### config.mk
export PLATFORM = sky130hd
export DESIGN_NAME = bf_sram_arbiter_flat
export DESIGN_NICKNAME = d
export VERILOG_FILES = /design/src/rtl/bf_sram_arbiter_if.sv /design/src/rtl/bf_sram_arbiter.sv /design/src/flat_wrapper.sv
export SDC_FILE = /design/constraint.sdc
export NUM_CORES = 1
export LEC_CHECK = 0
export ABC_CLOCK_PERIOD_IN_PS = 2900
export CAP_MARGIN = 25
export CORE_AREA = 8 8 216 218
export DETAILED_ROUTE_END_ITERATION = 7
export DIE_AREA = 0 0 224 226
export PLACE_DENSITY = 0.52
export SLEW_MARGIN = 20
export SYNTH_ARGS = -nofsm -noshare
export SYNTH_HDL_FRONTEND = slang
export SYNTH_SLANG_ARGS = --single-unit
### constraint.sdc
create_clock -name clk -period 2.9 [get_ports clk]
set_input_delay 0.58 -clock clk [delete_from_list [all_inputs] [get_ports clk]]
set_output_delay 0.58 -clock clk [all_outputs]
set_load 0.01 [all_outputs]
### src/rtl/bf_sram_arbiter_if.sv
// Bundle of the requester A/B handshakes and the shared SRAM read/write port.
// The arbiter connects through the slave modport. The engines and the SRAM
// controller side connect through the master modport.
interface bf_sram_arbiter_if #(
  parameter int SRAM_ADDR_WIDTH = 19,
  parameter int SRAM_DATA_WIDTH = 72
) ();
  // requester A
  logic                       a_rd_req;
  logic [SRAM_ADDR_WIDTH-1:0] a_rd_addr;
  logic                       a_rd_ack;
  logic                       a_rd_vld;
  logic [SRAM_DATA_WIDTH-1:0] a_rd_data;
  logic                       a_wr_req;
  logic [SRAM_ADDR_WIDTH-1:0] a_wr_addr;
  logic [SRAM_DATA_WIDTH-1:0] a_wr_data;
  logic                       a_wr_ack;
  // requester B
  logic                       b_rd_req;
  logic [SRAM_ADDR_WIDTH-1:0] b_rd_addr;
  logic                       b_rd_ack;
  logic                       b_rd_vld;
  logic [SRAM_DATA_WIDTH-1:0] b_rd_data;
  logic                       b_wr_req;
  logic [SRAM_ADDR_WIDTH-1:0] b_wr_addr;
  logic [SRAM_DATA_WIDTH-1:0] b_wr_data;
  logic                       b_wr_ack;
  // shared SRAM port
  logic                       rd_0_req;
  logic [SRAM_ADDR_WIDTH-1:0] rd_0_addr;
  logic                       rd_0_ack;
  logic                       rd_0_vld;
  logic [SRAM_DATA_WIDTH-1:0] rd_0_data;
  logic                       wr_0_req;
  logic [SRAM_ADDR_WIDTH-1:0] wr_0_addr;
  logic [SRAM_DATA_WIDTH-1:0] wr_0_data;
  logic                       wr_0_ack;

  modport slave (
    input  a_rd_req, a_rd_addr, a_wr_req, a_wr_addr, a_wr_data,
    input  b_rd_req, b_rd_addr, b_wr_req, b_wr_addr, b_wr_data,
    output a_rd_ack, a_rd_vld, a_rd_data, a_wr_ack,
    output b_rd_ack, b_rd_vld, b_rd_data, b_wr_ack,
    output rd_0_req, rd_0_addr, wr_0_req, wr_0_addr, wr_0_data,
    input  rd_0_ack, rd_0_vld, rd_0_data, wr_0_ack
  );

  modport master (
    output a_rd_req, a_rd_addr, a_wr_req, a_wr_addr, a_wr_data,
    output b_rd_req, b_rd_addr, b_wr_req, b_wr_addr, b_wr_data,
    input  a_rd_ack, a_rd_vld, a_rd_data, a_wr_ack,
    input  b_rd_ack, b_rd_vld, b_rd_data, b_wr_ack,
    input  rd_0_req, rd_0_addr, wr_0_req, wr_0_addr, wr_0_data,
    output rd_0_ack, rd_0_vld, rd_0_data, wr_0_ack
  );
endinterface

### src/rtl/bf_sram_arbiter.sv
// Shares one SRAM read port and one write port between the aging engine (A)
// and the lookup/update engine (B). The read and write channels are
// arbitrated independently. Read returns come back in issue order, and a
// tag FIFO of owner bits steers each return to the requester that issued it.
module bf_sram_arbiter #(
  parameter int SRAM_ADDR_WIDTH = 19,
  parameter int SRAM_DATA_WIDTH = 72,
  parameter int TAG_DEPTH_BITS  = 3,
  parameter int PRIO_MODE       = 0
) (
  input  logic                    clk,
  input  logic                    reset,
  bf_sram_arbiter_if.slave        bus,
  output logic [TAG_DEPTH_BITS:0] rd_outstanding,
  output logic                    rd_err
);

  localparam int TAG_DEPTH = 1 << TAG_DEPTH_BITS;

  typedef enum logic {IDLE = 1'b0, BUSY = 1'b1} ch_state_t;

  ch_state_t                  rd_state_q, rd_state_d;
  ch_state_t                  wr_state_q, wr_state_d;
  logic                       rd_grant, rd_win_b, rd_done, rd_owner_b, rd_pri_b;
  logic                       wr_grant, wr_win_b, wr_done, wr_owner_b, wr_pri_b;
  logic [SRAM_ADDR_WIDTH-1:0] rd_addr_q, wr_addr_q;
  logic [SRAM_DATA_WIDTH-1:0] wr_data_q;

  logic [TAG_DEPTH-1:0]       tag_mem;
  logic [TAG_DEPTH_BITS-1:0]  tag_wptr, tag_rptr;
  logic                       tag_push, tag_pop, tag_full, tag_empty, tag_head_b;

  // The pointer names the side that is favoured on the next contested grant.
  // PRIO_MODE=1 ignores the pointer, and B always wins.
  function automatic logic pick_b(input logic req_a, input logic req_b, input logic pri_b);
    if (PRIO_MODE == 1) return req_b;
    return req_b && (!req_a || pri_b);
  endfunction

  assign tag_full   = (rd_outstanding == (TAG_DEPTH_BITS+1)'(TAG_DEPTH));
  assign tag_empty  = (rd_outstanding == '0);
  assign tag_push   = rd_done;
  assign tag_pop    = bus.rd_0_vld && !tag_empty;
  assign tag_head_b = tag_mem[tag_rptr];

  // Read channel next state: grant from IDLE, and release on the SRAM ack.
  always_comb begin
    rd_state_d = rd_state_q;
    rd_grant   = 1'b0;
    rd_win_b   = 1'b0;
    rd_done    = 1'b0;
    case (rd_state_q)
      IDLE: if ((bus.a_rd_req || bus.b_rd_req) && !tag_full) begin
        rd_grant   = 1'b1;
        rd_win_b   = pick_b(bus.a_rd_req, bus.b_rd_req, rd_pri_b);
        rd_state_d = BUSY;
      end
      BUSY: if (bus.rd_0_ack) begin
        rd_done    = 1'b1;
        rd_state_d = IDLE;
      end
      default: rd_state_d = IDLE;
    endcase
  end

  // Read channel state, latched owner/address and round-robin pointer.
  always_ff @(posedge clk or negedge reset) begin
    if (!reset) begin
      rd_state_q <= IDLE;
      rd_owner_b <= 1'b0;
      rd_addr_q  <= '0;
      rd_pri_b   <= 1'b0;
    end else begin
      rd_state_q <= rd_state_d;
      if (rd_grant) begin
        rd_owner_b <= rd_win_b;
        rd_addr_q  <= rd_win_b ? bus.b_rd_addr : bus.a_rd_addr;
      end
      if (rd_done) rd_pri_b <= !rd_owner_b;
    end
  end

  // Write channel next state: same IDLE/BUSY scheme, with no tags.
  always_comb begin
    wr_state_d = wr_state_q;
    wr_grant   = 1'b0;
    wr_win_b   = 1'b0;
    wr_done    = 1'b0;
    case (wr_state_q)
      IDLE: if (bus.a_wr_req || bus.b_wr_req) begin
        wr_grant   = 1'b1;
        wr_win_b   = pick_b(bus.a_wr_req, bus.b_wr_req, wr_pri_b);
        wr_state_d = BUSY;
      end
      BUSY: if (bus.wr_0_ack) begin
        wr_done    = 1'b1;
        wr_state_d = IDLE;
      end
      default: wr_state_d = IDLE;
    endcase
  end

  // Write channel state, latched owner/address/data and round-robin pointer.
  always_ff @(posedge clk or negedge reset) begin
    if (!reset) begin
      wr_state_q <= IDLE;
      wr_owner_b <= 1'b0;
      wr_addr_q  <= '0;
      wr_data_q  <= '0;
      wr_pri_b   <= 1'b0;
    end else begin
      wr_state_q <= wr_state_d;
      if (wr_grant) begin
        wr_owner_b <= wr_win_b;
        wr_addr_q  <= wr_win_b ? bus.b_wr_addr : bus.a_wr_addr;
        wr_data_q  <= wr_win_b ? bus.b_wr_data : bus.a_wr_data;
      end
      if (wr_done) wr_pri_b <= !wr_owner_b;
    end
  end

  // Owner tag FIFO, outstanding-read count and sticky error for orphan returns.
  always_ff @(posedge clk or negedge reset) begin
    if (!reset) begin
      tag_mem        <= '0;
      tag_wptr       <= '0;
      tag_rptr       <= '0;
      rd_outstanding <= '0;
      rd_err         <= 1'b0;
    end else begin
      if (tag_push) begin
        tag_mem[tag_wptr] <= rd_owner_b;
        tag_wptr          <= tag_wptr + 1'b1;
      end
      if (tag_pop) tag_rptr <= tag_rptr + 1'b1;
      case ({tag_push, tag_pop})
        2'b10:   rd_outstanding <= rd_outstanding + 1'b1;
        2'b01:   rd_outstanding <= rd_outstanding - 1'b1;
        default: rd_outstanding <= rd_outstanding;
      endcase
      if (bus.rd_0_vld && tag_empty) rd_err <= 1'b1;
    end
  end

  assign bus.rd_0_req  = (rd_state_q == BUSY);
  assign bus.rd_0_addr = rd_addr_q;
  assign bus.wr_0_req  = (wr_state_q == BUSY);
  assign bus.wr_0_addr = wr_addr_q;
  assign bus.wr_0_data = wr_data_q;

  assign bus.a_rd_ack  = rd_done && !rd_owner_b;
  assign bus.b_rd_ack  = rd_done &&  rd_owner_b;
  assign bus.a_wr_ack  = wr_done && !wr_owner_b;
  assign bus.b_wr_ack  = wr_done &&  wr_owner_b;

  assign bus.a_rd_vld  = tag_pop && !tag_head_b;
  assign bus.b_rd_vld  = tag_pop &&  tag_head_b;
  assign bus.a_rd_data = bus.rd_0_data;
  assign bus.b_rd_data = bus.rd_0_data;

endmodule

### src/flat_wrapper.sv
// flat-port wrapper written by rule: the top's interface ports become plain ports
module bf_sram_arbiter_flat 
#(
  parameter int SRAM_ADDR_WIDTH = 19,
  parameter int SRAM_DATA_WIDTH = 72,
  parameter int TAG_DEPTH_BITS  = 3,
  parameter int PRIO_MODE       = 0
)
  (clk, reset, rd_outstanding, rd_err, bus_a_rd_req, bus_a_rd_addr, bus_a_wr_req, bus_a_wr_addr, bus_a_wr_data, bus_b_rd_req, bus_b_rd_addr, bus_b_wr_req, bus_b_wr_addr, bus_b_wr_data, bus_a_rd_ack, bus_a_rd_vld, bus_a_rd_data, bus_a_wr_ack, bus_b_rd_ack, bus_b_rd_vld, bus_b_rd_data, bus_b_wr_ack, bus_rd_0_req, bus_rd_0_addr, bus_wr_0_req, bus_wr_0_addr, bus_wr_0_data, bus_rd_0_ack, bus_rd_0_vld, bus_rd_0_data, bus_wr_0_ack);
  bf_sram_arbiter_if #(.SRAM_ADDR_WIDTH(SRAM_ADDR_WIDTH), .SRAM_DATA_WIDTH(SRAM_DATA_WIDTH)) bus_i ();
  input  logic clk;
  input  logic reset;
  output logic [TAG_DEPTH_BITS:0] rd_outstanding;
  output logic rd_err;
  input wire logic [$bits(bus_i.a_rd_req)-1:0] bus_a_rd_req;
  input wire logic [$bits(bus_i.a_rd_addr)-1:0] bus_a_rd_addr;
  input wire logic [$bits(bus_i.a_wr_req)-1:0] bus_a_wr_req;
  input wire logic [$bits(bus_i.a_wr_addr)-1:0] bus_a_wr_addr;
  input wire logic [$bits(bus_i.a_wr_data)-1:0] bus_a_wr_data;
  input wire logic [$bits(bus_i.b_rd_req)-1:0] bus_b_rd_req;
  input wire logic [$bits(bus_i.b_rd_addr)-1:0] bus_b_rd_addr;
  input wire logic [$bits(bus_i.b_wr_req)-1:0] bus_b_wr_req;
  input wire logic [$bits(bus_i.b_wr_addr)-1:0] bus_b_wr_addr;
  input wire logic [$bits(bus_i.b_wr_data)-1:0] bus_b_wr_data;
  output wire logic [$bits(bus_i.a_rd_ack)-1:0] bus_a_rd_ack;
  output wire logic [$bits(bus_i.a_rd_vld)-1:0] bus_a_rd_vld;
  output wire logic [$bits(bus_i.a_rd_data)-1:0] bus_a_rd_data;
  output wire logic [$bits(bus_i.a_wr_ack)-1:0] bus_a_wr_ack;
  output wire logic [$bits(bus_i.b_rd_ack)-1:0] bus_b_rd_ack;
  output wire logic [$bits(bus_i.b_rd_vld)-1:0] bus_b_rd_vld;
  output wire logic [$bits(bus_i.b_rd_data)-1:0] bus_b_rd_data;
  output wire logic [$bits(bus_i.b_wr_ack)-1:0] bus_b_wr_ack;
  output wire logic [$bits(bus_i.rd_0_req)-1:0] bus_rd_0_req;
  output wire logic [$bits(bus_i.rd_0_addr)-1:0] bus_rd_0_addr;
  output wire logic [$bits(bus_i.wr_0_req)-1:0] bus_wr_0_req;
  output wire logic [$bits(bus_i.wr_0_addr)-1:0] bus_wr_0_addr;
  output wire logic [$bits(bus_i.wr_0_data)-1:0] bus_wr_0_data;
  input wire logic [$bits(bus_i.rd_0_ack)-1:0] bus_rd_0_ack;
  input wire logic [$bits(bus_i.rd_0_vld)-1:0] bus_rd_0_vld;
  input wire logic [$bits(bus_i.rd_0_data)-1:0] bus_rd_0_data;
  input wire logic [$bits(bus_i.wr_0_ack)-1:0] bus_wr_0_ack;
  assign bus_i.a_rd_req = bus_a_rd_req;
  assign bus_i.a_rd_addr = bus_a_rd_addr;
  assign bus_i.a_wr_req = bus_a_wr_req;
  assign bus_i.a_wr_addr = bus_a_wr_addr;
  assign bus_i.a_wr_data = bus_a_wr_data;
  assign bus_i.b_rd_req = bus_b_rd_req;
  assign bus_i.b_rd_addr = bus_b_rd_addr;
  assign bus_i.b_wr_req = bus_b_wr_req;
  assign bus_i.b_wr_addr = bus_b_wr_addr;
  assign bus_i.b_wr_data = bus_b_wr_data;
  assign bus_a_rd_ack = bus_i.a_rd_ack;
  assign bus_a_rd_vld = bus_i.a_rd_vld;
  assign bus_a_rd_data = bus_i.a_rd_data;
  assign bus_a_wr_ack = bus_i.a_wr_ack;
  assign bus_b_rd_ack = bus_i.b_rd_ack;
  assign bus_b_rd_vld = bus_i.b_rd_vld;
  assign bus_b_rd_data = bus_i.b_rd_data;
  assign bus_b_wr_ack = bus_i.b_wr_ack;
  assign bus_rd_0_req = bus_i.rd_0_req;
  assign bus_rd_0_addr = bus_i.rd_0_addr;
  assign bus_wr_0_req = bus_i.wr_0_req;
  assign bus_wr_0_addr = bus_i.wr_0_addr;
  assign bus_wr_0_data = bus_i.wr_0_data;
  assign bus_i.rd_0_ack = bus_rd_0_ack;
  assign bus_i.rd_0_vld = bus_rd_0_vld;
  assign bus_i.rd_0_data = bus_rd_0_data;
  assign bus_i.wr_0_ack = bus_wr_0_ack;
  bf_sram_arbiter #(.SRAM_ADDR_WIDTH(SRAM_ADDR_WIDTH), .SRAM_DATA_WIDTH(SRAM_DATA_WIDTH), .TAG_DEPTH_BITS(TAG_DEPTH_BITS), .PRIO_MODE(PRIO_MODE)) u_core (.clk(clk), .reset(reset), .bus(bus_i), .rd_outstanding(rd_outstanding), .rd_err(rd_err));
endmodule
After elaboration in Yosys (flattened, before gate mapping) --
Index checks and enable logic that the tools add are counted.
Cells by class: add/subtract/negate cells 4, magnitude comparators 3, equal/unequal tests 3, muxes and demuxes 25, bitwise operators 2, reduce and logical (&&, ||, !) cells 25
Operators with widths (number):
- $mux 72 | 1
- $mux 19 | 2
- $mux 1 | 16
- $logic_and 1x1->1 | 12
- $bwmux 8 | 1
- $lt 3x4->1 const B | 2
- $pmux 4 s2 | 1
- $logic_not 1->1 | 7
- $add 3x1->3 const B | 2
- $add 4x1->4 const B | 1
- $eq 4x4->1 const B | 1
- $logic_not 4->1 | 1
- $logic_or 1x1->1 | 4
- $pmux 1 s2 | 2
- $sub 4x1->4 const B | 1
- $bmux 1 s3 | 1
- $demux 1 s3 | 1
- $ge 3x1->1 const B | 1
- $eq 2x1->1 const B | 1
- $eq 2x2->1 const B | 1
- $not 1->1 | 2
- $reduce_bool 2->1 | 1
Storage, ports and cells: register bits after elaboration 135, input bits 301, output and inout bits 267

Longest topological paths before layout --
Gate-level depths: netlist of run 1.
word-level depth 6, gate-level depth with buffers 10

Worst setup path after synthesis of run 1 --
Ideal clock, no wire load.
path kind flip-flop to flip-flop, from register u_core.rd_outstanding[2], to register u_core.rd_outstanding[2], library setup time 0.132 ns, arrival time 2.123 ns, data required time 2.768 ns, slack 0.645 ns, cell stages (with the launch flop) 11, path buffers 0, period minus slack after synthesis 2.255 ns, cell sequence dfrtp_1 nor4_1 nand2b_2 inv_1 ha_1 xor2_1 ha_1 a21oi_1 xor2_1 nor2_1 xor2_1
Between the ends: cells in the longest elaborated chain, start to end 5, elaborated cells between the ends (all ways) 9, classes of those cells add/sub: 2; eq/ne: 2; mux: 1; reduce/logical: 4
RTL lines:
- from (decl) | line bf_sram_arbiter.sv:14 | output logic [TAG_DEPTH_BITS:0] rd_outstanding,
- from (signal assigned) | line bf_sram_arbiter.sv:137 | 2'b10: rd_outstanding <= rd_outstanding + 1'b1;
- from (signal assigned) | line bf_sram_arbiter.sv:138 | 2'b01: rd_outstanding <= rd_outstanding - 1'b1;
- from (signal assigned) | line bf_sram_arbiter.sv:139 | default: rd_outstanding <= rd_outstanding;
- $logic_not 4->1 (*) | line bf_sram_arbiter.sv:41 | assign tag_empty = (rd_outstanding == '0);
- $logic_not 1->1 (*) | line bf_sram_arbiter.sv:43 | assign tag_pop = bus.rd_0_vld && !tag_empty;
- $logic_and 1x1->1 (*) | line bf_sram_arbiter.sv:43
- named net u_core.tag_pop | line bf_sram_arbiter.sv:31 | logic tag_push, tag_pop, tag_full, tag_empty, tag_head_b;
- $eq 2x1->1 / $eq 2x2->1 (equally long branches) | line bf_sram_arbiter.sv:136 | case ({tag_push, tag_pop})
- $pmux 4 s2 / $reduce_bool 2->1 (equally long branches)
The timed path passes the listed nets; every way through them passes the cells marked *. A chain may end at the register's enable or synchronous reset.

Worst setup path in the final report of run 1 --
from register u_core.tag_rptr[0], to output bus_b_rd_vld
Between the ends: cells in the longest elaborated chain, start to end 3
RTL lines:
- from (decl) | line bf_sram_arbiter.sv:30 | logic [TAG_DEPTH_BITS-1:0] tag_wptr, tag_rptr;
- from (signal assigned) | line bf_sram_arbiter.sv:135 | if (tag_pop) tag_rptr <= tag_rptr + 1'b1;
- $bmux 1 s3 | line bf_sram_arbiter.sv:44 | assign tag_head_b = tag_mem[tag_rptr];
- $mux 1 (implied by the code) | line bf_sram_arbiter.sv:44
- $logic_and 1x1->1 | line bf_sram_arbiter.sv:157 | assign bus.b_rd_vld = tag_pop && tag_head_b;
- to (decl) | line flat_wrapper.sv:30 | output wire logic [$bits(bus_i.b_rd_vld)-1:0] bus_b_rd_vld;
No other way between the ends. The select of a mux whose other input is x is not followed.

==> results of run 1 <==
-- critical path: stages, from the launching register on --
cell and delay, ps:
sky130_fd_sc_hd__dfrtp_2 420, sky130_fd_sc_hd__mux4_2 500, sky130_fd_sc_hd__mux2i_1 180, sky130_fd_sc_hd__buf_4 130, sky130_fd_sc_hd__nor2_1 30, sky130_fd_sc_hd__clkdlybuf4s50_1 490
-- layer usage --
metal,track usage (%),vias to the layer above,routed length [um],share of wire (%)
li1,-,2822,-,-
met1,11.2,2635,10600,39
met2,17.5,325,13200,48
met3,4.87,79,2670,9.8
met4,4.80,2,881,3.2
met5,0,-,13,0.048
-- state kept, by name, summed over array words and instances, names as in the netlist --
name and count:
u_core.wr_pri_b 1, u_core.bus.wr_0_data 72, u_core.rd_outstanding 4, u_core.bus.wr_0_addr 19, u_core.bus.wr_0_req 1, u_core.rd_owner_b 1
u_core.rd_pri_b 1, u_core.tag_rptr 3, u_core.tag_wptr 3, u_core.wr_owner_b 1, u_core.tag_mem 8, u_core.rd_err 1
u_core.bus.rd_0_addr 19, u_core.bus.rd_0_req 1
-- path summary, 6_finish.rpt --
kind,start,slack [ps],to
worst max-delay path,u_core.tag_rptr[0],140,bus_b_rd_vld
worst min-delay path,reset,120,u_core.rd_err
worst max register to register,u_core.rd_outstanding[2],500,u_core.rd_outstanding[2]
worst min register to register,u_core.rd_err,470,u_core.rd_err
max in group asynchronous,reset,2040,u_core.bus.wr_0_data[48]
min in group clk,u_core.rd_err,470,u_core.rd_err
-- final cells by class --
cell class                      instances  area (um^2)
Tap cell                              592          741
Sequential cell                       135         3380
Clock buffer                           18          429
Clock inverter                         14          171
Inverter                                6         22.5
Multi-Input combinational cell        409         2440
Fill cell                            4689        32600
Timing Repair Buffer                  363         3670
-- cells in the final DEF (no fill, tap or decap), types with 4 or more instances in the layout --
master                            count
sky130_fd_sc_hd__clkbuf_16           17
sky130_fd_sc_hd__mux2i_1             21
sky130_fd_sc_hd__o22ai_1             91
sky130_fd_sc_hd__o21ai_0             69
sky130_fd_sc_hd__o21ai_1             26
sky130_fd_sc_hd__a21oi_1              4
sky130_fd_sc_hd__a21oi_2             19
sky130_fd_sc_hd__mux2_2               7
sky130_fd_sc_hd__dfrtp_1            134
sky130_fd_sc_hd__xnor2_1              5
sky130_fd_sc_hd__nor3_1               4
sky130_fd_sc_hd__xor2_1               4
sky130_fd_sc_hd__ha_1                 5
sky130_fd_sc_hd__nand2_1             97
sky130_fd_sc_hd__clkdlybuf4s50_1    349
sky130_fd_sc_hd__buf_4                7
sky130_fd_sc_hd__buf_12               5
sky130_fd_sc_hd__inv_1                6
sky130_fd_sc_hd__nor2_1              27
-- per-stage QoR --
step / instance area, um^2 / utilization (%)
finish: 10900 / 25.0
global route: 10900 / 25.0
CTS: 10800 / 25.0
detailed placement: 10200 / 23.5
global placement: 10200 / 23.5
floorplan: 7120 / -
-- power groups by stage --
stage	clock [mW]	sequential (mW)	combinational [mW]
floorplan	0	3.55	1.76
global placement	0	3.25	4.38
detailed placement	0	3.29	4.39
CTS	2.37	3.27	4.42
global route	2.45	3.40	4.69
finish	2.25	3.26	4.29
-- timing repair --
action | 4_1_cts | 5_1_grt
endpoints found under the setup margin | 1 | 1
buffers inserted | 1 | 0
resized for setup | 2 | 2
hold buffers | 0 | 0
cloned | 0 | 0
-- logic make-up (layout without fill, tap and decap cells) --
group	count (synthesis)	in the layout	share of synthesized area [%]
AO/OA/AOI/OAI	222	222	18.9
XOR/XNOR	9	9	1.11
adder cells (fa/ha/maj)	5	5	0.878
buffers and inverters	195	401	18.8
flip-flops	135	135	47.4
multiplexers	30	30	4.69
AND/OR/NAND/NOR	143	143	8.20
==> report_table.html, run 1 <==
<table>
<tr><th>Metric</th><th>Value</th></tr>
<tr><th colspan="2">Detailed routing</th></tr>
<tr><td>Detailed Routing Iterations Pass 1</td><td>5</td></tr>
<tr><td>Routed length per instance</td><td>17.8 um</td></tr>
<tr><td>Remaining number of nets flagged by the antenna check after routing</td><td>0</td></tr>
<tr><td>Via-per-instance ratio</td><td>3.81</td></tr>
<tr><td>Post-route DRC</td><td>0</td></tr>
<tr><td>1st-iter DRT viols</td><td>180</td></tr>
<tr><td>Total routed wirelength</td><td>27.4 mm</td></tr>
<tr><td>Number of vias in the routed layout</td><td>5863</td></tr>
<tr><th colspan="2">Die</th></tr>
<tr><td>Core Footprint</td><td>43500 um^2</td></tr>
<tr><td>Number of core rows</td><td>77</td></tr>
<tr><td>Die outline height</td><td>226 um</td></tr>
<tr><td>Effective utilization at floorplan</td><td>16.4%</td></tr>
<tr><td>Die extent in x</td><td>224 um</td></tr>
<tr><td>Die footprint</td><td>50600 um^2</td></tr>
<tr><td>Num ports</td><td>568</td></tr>
<tr><th colspan="2">STA</th></tr>
<tr><td>RSZ-0062 raised after global routing</td><td>no</td></tr>
<tr><td>Setup-failing EPs final</td><td>0</td></tr>
<tr><td>Maximum operating frequency</td><td>362 MHz</td></tr>
<tr><td>Clock Skews</td><td>11.8 ps</td></tr>
<tr><td>Sum of negative setup slack</td><td>0 ps</td></tr>
<tr><td>Final critical delay including setup and external delays</td><td>2760 ps</td></tr>
<tr><td>Worst hold margin</td><td>123 ps</td></tr>
<tr><td>Hold violation count in the final report</td><td>0</td></tr>
<tr><td>Count of final max-slew check failures</td><td>0</td></tr>
<tr><td>Setup slack of the critical path after layout</td><td>138 ps</td></tr>
<tr><td>Relative slew slack</td><td>62.8%</td></tr>
<tr><td>Period utilization</td><td>95.2%</td></tr>
<tr><td>Slew of the pin with the lowest slew margin</td><td>558 ps</td></tr>
<tr><th colspan="2">Pwr</th></tr>
<tr><td>Proportion of power drawn by combinational gates</td><td>43.7%</td></tr>
<tr><td>Sequential group share of total power</td><td>33.3%</td></tr>
<tr><td>Overall power after layout</td><td>9.81 mW</td></tr>
<tr><td>Leakage power of the design</td><td>4.27 nW</td></tr>
<tr><td>Clock Power Share</td><td>23.0%</td></tr>
<tr><td>Switching share of power</td><td>35.6%</td></tr>
<tr><td>IR drop worst, VDD</td><td>0.401 mV</td></tr>
<tr><td>Int Pwr</td><td>6.31 mW</td></tr>
<tr><td>Switching power</td><td>3.50 mW</td></tr>
<tr><td>P per Cell Area</td><td>903 nW/um^2</td></tr>
<tr><th colspan="2">Logic synthesis</th></tr>
<tr><td>Sequential-to-total area share from yosys stat</td><td>47.4%</td></tr>
<tr><td>Cell with the most instances after synthesis</td><td>sky130_fd_sc_hd__buf_4</td></tr>
<tr><td>Number of flops mapped to enable cells by yosys</td><td>0</td></tr>
<tr><td>Area of the mapped netlist</td><td>7120 um^2</td></tr>
<tr><td>Most used flip-flop cell after synthesis</td><td>sky130_fd_sc_hd__dfrtp_1</td></tr>
<tr><td>Number of distinct library cells after synthesis</td><td>38</td></tr>
<tr><td>Avg Inst Size Synth</td><td>9.64 um^2</td></tr>
<tr><td>Portion of synthesized cell area occupied by the leading cell type</td><td>47.4%</td></tr>
<tr><td>Synthesis warning total</td><td>0</td></tr>
<tr><td>Count of state elements after synthesis</td><td>135</td></tr>
<tr><td>Syn nets</td><td>1045</td></tr>
<tr><td>Fraction of synthesis flops using an asynchronous set or reset pin</td><td>100%</td></tr>
<tr><td>Synth cell count leaders</td><td>148 x sky130_fd_sc_hd__buf_4, 135 x sky130_fd_sc_hd__dfrtp_1, 97 x sky130_fd_sc_hd__nand2_1, 91 x sky130_fd_sc_hd__o22ai_1, 69 x sky130_fd_sc_hd__o21ai_0</td></tr>
<tr><td>Synth area leaders</td><td>sky130_fd_sc_hd__dfrtp_1 47%, sky130_fd_sc_hd__buf_4 16%, sky130_fd_sc_hd__o22ai_1 8.0%, sky130_fd_sc_hd__nand2_1 5.1%, sky130_fd_sc_hd__o21ai_0 4.8%</td></tr>
<tr><td>Library cell occupying the most area in the post-synthesis netlist</td><td>sky130_fd_sc_hd__dfrtp_1</td></tr>
<tr><td>Synthesized netlist cell count</td><td>739</td></tr>
<tr><th colspan="2">Cells and area</th></tr>
<tr><td>Fraction of final layout cells with drive strength greater than 1</td><td>8.68%</td></tr>
<tr><td>Antenna Diode Count</td><td>0</td></tr>
<tr><td>Count of non-filler cells in the finished layout</td><td>1537</td></tr>
<tr><td>Final net count</td><td>1238</td></tr>
<tr><td>Synth-to-layout area growth</td><td>52.4%</td></tr>
<tr><th colspan="2">GRT</th></tr>
<tr><td>Combined global-route utilization of all metal layers</td><td>10.5%</td></tr>
<tr><td>Number of global-route vias before repair</td><td>6176</td></tr>
<tr><td>Antenna violations before repair</td><td>1</td></tr>
<tr><td>Global-route wire length before repair</td><td>39.8 mm</td></tr>
<tr><td>Total congestion overflow</td><td>0</td></tr>
<tr><td>Pin count of the biggest net entering global routing</td><td>93</td></tr>
<tr><th colspan="2">Hold path</th></tr>
<tr><td>Path type of the worst min-delay path</td><td>in2async</td></tr>
<tr><th colspan="2">Worst setup path</th></tr>
<tr><td>Highest fanout seen on the critical path</td><td>4</td></tr>
<tr><td>Number of cell instances on the worst register-to-register path</td><td>10</td></tr>
<tr><td>Data required time at the worst endpoint</td><td>2320 ps</td></tr>
<tr><td>Launching element type of the critical path</td><td>flip-flop</td></tr>
<tr><td>Setup crit end kind</td><td>output pin</td></tr>
<tr><td>Data arrival at the endpoint of the critical path</td><td>2180 ps</td></tr>
<tr><td>Setup Crit Path Kind</td><td>reg2out</td></tr>
<tr><th colspan="2">Clocking</th></tr>
<tr><td>Post-CTS clock slew at the launch and capture registers of the worst setup and hold paths</td><td>60 ps</td></tr>
<tr><td>Sinks on the clock net</td><td>135</td></tr>
<tr><td>Number of H-tree branching levels</td><td>4</td></tr>
<tr><td>Clock insertion delay at the later pin of the skew report</td><td>430 ps</td></tr>
<tr><td>Clock buffer count from CTS</td><td>17</td></tr>
<tr><td>CTS tree</td><td>built</td></tr>
<tr><td>Number of buffers on the longest clock path</td><td>2</td></tr>
<tr><td>CTS Root Cell</td><td>sky130_fd_sc_hd__clkbuf_16</td></tr>
<tr><th colspan="2">Run status</th></tr>
<tr><td>Result of the run</td><td>complete, no violations</td></tr>
<tr><th colspan="2">Place</th></tr>
<tr><td>Final weighted congestion of routability-driven global placement</td><td>0.800</td></tr>
<tr><td>Final HPWL DP</td><td>21.9 mm</td></tr>
<tr><td>Worst slack after detailed placement</td><td>214 ps</td></tr>
<tr><td>Port-buffer cells</td><td>351</td></tr>
<tr><td>Post-Place Cells</td><td>1504</td></tr>
<tr><th colspan="2">Run</th></tr>
<tr><td>Count of max-cap constraint violations</td><td>0</td></tr>
</table>
(Power assumes the default switching activity.)
==> inputs of run 2 (changes only) <==
Settings changed: CELL_PAD_IN_SITES_DETAIL_PLACEMENT from default to 0, CELL_PAD_IN_SITES_GLOBAL_PLACEMENT from default to 2, CORE_AREA 8 8 216 218 to default, CORE_ASPECT_RATIO from default to 1.1, CORE_MARGIN from default to 8, CORE_UTILIZATION from default to 17, CTS_CLUSTER_SIZE from default to 10, DIE_AREA 0 0 224 226 to default, PLACE_DENSITY 0.52 to 0.86.
==> run 2 against run 1 <==
Effect of this change: die area decreased by 3.8%; largest power group unchanged; largest cell class unchanged; worst hold slack better by 340 ps; non-clock buffer count rose by 7; utilization increased by 1.3 points; design area decreased by 0.17%; critical path depth decreased by 1; sequential power is essentially flat; fmax is 2.5% higher; register-to-register slack got worse by 30 ps.
==> report_table.html, run 2 (same netlist as run 1, synthesis figures left out) <==
<table>
<tr><th>Metric</th><th>Value</th></tr>
<tr><th colspan="2">GRT</th></tr>
<tr><td>Met3 Usage GRT</td><td>6.23%</td></tr>
<tr><td>Met1 Resource Use GR</td><td>11.1%</td></tr>
<tr><td>Number of global-route vias before repair</td><td>6510</td></tr>
<tr><td>Pin count of the biggest net entering global routing</td><td>92</td></tr>
<tr><td>Total congestion overflow</td><td>0</td></tr>
<tr><td>Global-route wire length before repair</td><td>42.8 mm</td></tr>
<tr><td>Combined global-route utilization of all metal layers</td><td>11.9%</td></tr>
<tr><td>Antenna violations before repair</td><td>3</td></tr>
<tr><td>Met2 usage in global routing</td><td>21.1%</td></tr>
<tr><td>Global routing's busiest layer</td><td>met2</td></tr>
<tr><th colspan="2">Clocking</th></tr>
<tr><td>CTS tree</td><td>built</td></tr>
<tr><td>Clock buffer count from CTS</td><td>17</td></tr>
<tr><td>Post-CTS clock slew at the launch and capture registers of the worst setup and hold paths</td><td>60 ps</td></tr>
<tr><td>Number of H-tree branching levels</td><td>4</td></tr>
<tr><td>Sinks on the clock net</td><td>135</td></tr>
<tr><td>Clock insertion delay at the later pin of the skew report</td><td>450 ps</td></tr>
<tr><td>Number of buffers on the longest clock path</td><td>2</td></tr>
<tr><td>CTS Root Cell</td><td>sky130_fd_sc_hd__clkbuf_16</td></tr>
<tr><th colspan="2">Cells and area</th></tr>
<tr><td>Synth-to-layout area growth</td><td>52.1%</td></tr>
<tr><td>Most frequent cells in the layout</td><td>349 x sky130_fd_sc_hd__clkdlybuf4s50_1, 134 x sky130_fd_sc_hd__dfrtp_1, 97 x sky130_fd_sc_hd__nand2_1</td></tr>
<tr><td>Count of non-filler cells in the finished layout</td><td>1511</td></tr>
<tr><td>Number of flip-flops under the largest register name</td><td>72</td></tr>
<tr><td>Fraction of final layout cells with drive strength greater than 1</td><td>9.15%</td></tr>
<tr><td>Most common cell after layout, fill and taps aside</td><td>sky130_fd_sc_hd__clkdlybuf4s50_1</td></tr>
<tr><td>Final net count</td><td>1245</td></tr>
<tr><td>Antenna Diode Count</td><td>0</td></tr>
<tr><th colspan="2">STA</th></tr>
<tr><td>Hold violation count in the final report</td><td>0</td></tr>
<tr><td>Setup-failing EPs final</td><td>0</td></tr>
<tr><td>RSZ-0062 raised after global routing</td><td>no</td></tr>
<tr><td>Slew of the pin with the lowest slew margin</td><td>604 ps</td></tr>
<tr><td>Sum of negative setup slack</td><td>0 ps</td></tr>
<tr><td>Relative slew slack</td><td>59.7%</td></tr>
<tr><td>Setup slack of the critical path after layout</td><td>206 ps</td></tr>
<tr><td>Final critical delay including setup and external delays</td><td>2690 ps</td></tr>
<tr><td>Period utilization</td><td>92.9%</td></tr>
<tr><td>Clock Skews</td><td>22.6 ps</td></tr>
<tr><td>Count of final max-slew check failures</td><td>0</td></tr>
<tr><td>Maximum operating frequency</td><td>371 MHz</td></tr>
<tr><th colspan="2">Worst setup path</th></tr>
<tr><td>Setup Crit Path Kind</td><td>in2out</td></tr>
<tr><td>Setup crit end kind</td><td>output pin</td></tr>
<tr><td>Data arrival at the endpoint of the critical path</td><td>2110 ps</td></tr>
<tr><td>Most common cell on crit path</td><td>sky130_fd_sc_hd__clkdlybuf4s50_1</td></tr>
<tr><td>Launching element type of the critical path</td><td>input pin</td></tr>
<tr><td>Number of buffers and inverters on the critical path</td><td>2</td></tr>
<tr><td>Data required time at the worst endpoint</td><td>2320 ps</td></tr>
<tr><td>Cell breakdown of the critical path</td><td>clkdlybuf4s50_1 &gt; nand2_2 &gt; nor2_1 &gt; clkdlybuf4s50_1</td></tr>
<tr><td>Highest fanout seen on the critical path</td><td>10</td></tr>
<tr><td>Slowest cell on the critical path</td><td>sky130_fd_sc_hd__clkdlybuf4s50_1</td></tr>
<tr><td>CP top delay family</td><td>buffers and inverters</td></tr>
<tr><td>Max stage delay on crit path</td><td>570 ps</td></tr>
<tr><th colspan="2">Detailed routing</th></tr>
<tr><td>Via-per-instance ratio</td><td>3.95</td></tr>
<tr><td>Number of vias in the routed layout</td><td>5974</td></tr>
<tr><td>Post-route DRC</td><td>0</td></tr>
<tr><td>Remaining number of nets flagged by the antenna check after routing</td><td>0</td></tr>
<tr><td>Total routed wirelength</td><td>29.5 mm</td></tr>
<tr><td>1st-iter DRT viols</td><td>233</td></tr>
<tr><td>Routed length per instance</td><td>19.5 um</td></tr>
<tr><td>Detailed Routing Iterations Pass 1</td><td>4</td></tr>
<tr><th colspan="2">Die</th></tr>
<tr><td>Num ports</td><td>568</td></tr>
<tr><td>Die footprint</td><td>48700 um^2</td></tr>
<tr><td>Core Footprint</td><td>41300 um^2</td></tr>
<tr><td>Die outline height</td><td>231 um</td></tr>
<tr><td>Die extent in x</td><td>211 um</td></tr>
<tr><td>Number of core rows</td><td>78</td></tr>
<tr><td>Effective utilization at floorplan</td><td>17.3%</td></tr>
<tr><th colspan="2">Pwr</th></tr>
<tr><td>P per Cell Area</td><td>892 nW/um^2</td></tr>
<tr><td>Switching share of power</td><td>36.1%</td></tr>
<tr><td>Sequential group share of total power</td><td>34.0%</td></tr>
<tr><td>Overall power after layout</td><td>9.67 mW</td></tr>
<tr><td>Proportion of power drawn by combinational gates</td><td>44.7%</td></tr>
<tr><td>Int Pwr</td><td>6.18 mW</td></tr>
<tr><td>Clock Power Share</td><td>21.3%</td></tr>
<tr><td>IR drop worst, VDD</td><td>0.335 mV</td></tr>
<tr><td>Leakage power of the design</td><td>4.27 nW</td></tr>
<tr><td>Switching power</td><td>3.49 mW</td></tr>
<tr><th colspan="2">Run status</th></tr>
<tr><td>Result of the run</td><td>complete, no violations</td></tr>
<tr><th colspan="2">Place</th></tr>
<tr><td>Final HPWL DP</td><td>24.4 mm</td></tr>
<tr><td>Worst slack after detailed placement</td><td>188 ps</td></tr>
<tr><td>Port-buffer cells</td><td>351</td></tr>
<tr><td>Final weighted congestion of routability-driven global placement</td><td>0.865</td></tr>
<tr><td>Post-Place Cells</td><td>1478</td></tr>
<tr><th colspan="2">Hold path</th></tr>
<tr><td>Path type of the worst min-delay path</td><td>reg2reg</td></tr>
<tr><th colspan="2">Run</th></tr>
<tr><td>Count of max-cap constraint violations</td><td>0</td></tr>
</table>
-- run 2: cell types whose count changed in the layout (fill, tap and decap cells not counted), moves of 2 or more --
cell	previous run	this run
sky130_fd_sc_hd__buf_4	7	12
sky130_fd_sc_hd__bufinv_16	3	1
sky130_fd_sc_hd__clkinvlp_4	3	5
sky130_fd_sc_hd__inv_6	3	0
-- run 2: layer usage --
layer	wire length, um	share of wire (%)
met5	13	0.044
met2	14900	51
met1	10100	34
met4	979	3.3
met3	3470	12
-- run 2: repair_timing --
action	4_1_cts	5_1_grt
buffers inserted	1	0
endpoints found under the hold margin	31	0
hold buffers	1	0
gates resized for setup	2	3
endpoints found under the setup margin	1	1
-- run 2: final timing paths --
check	startpoint	end	slack, ps	cells past startpoint
worst max register to register	u_core.rd_outstanding[2]	u_core.rd_outstanding[2]	470	10
max in group asynchronous	reset	u_core.bus.wr_0_data[32]	1660	3
worst max-delay path	bus_rd_0_ack	bus_a_rd_ack	210	4
min in group asynchronous	reset	u_core.bus.wr_0_addr[10]	600	2
worst min register to register	u_core.rd_err	u_core.rd_err	460	1
worst min-delay path	u_core.rd_err	u_core.rd_err	460	1
-- run 2: power by group through the flow --
stage | clock network (mW) | logic, mW | registers, mW
6_report | 2.05 | 4.32 | 3.29
3_3_place_gp | 0 | 4.37 | 3.26
5_1_grt | 2.23 | 4.72 | 3.42
3_5_place_dp | 0 | 4.39 | 3.33
2_1_floorplan | 0 | 1.76 | 3.55
4_1_cts | 2.16 | 4.42 | 3.30
-- run 2: final cells by class --
cell class | instances | area (um^2)
Fill cell | 4483 | 30400
Timing Repair Buffer | 370 | 3740
Sequential cell | 135 | 3380
Multi-Input combinational cell | 409 | 2450
Tap cell | 560 | 701
Clock buffer | 20 | 447
Clock inverter | 11 | 104
Inverter | 6 | 22.5
-- run 2: through the flow --
stage	cell area, um^2	util (%)	hold WS [ps]
6_report	10800	26.3	465
5_1_grt	10800	26.3	481
4_1_cts	10800	26.2	467
3_5_place_dp	10200	24.8	452
3_3_place_gp	10200	24.8	444
2_1_floorplan	7120	-	284
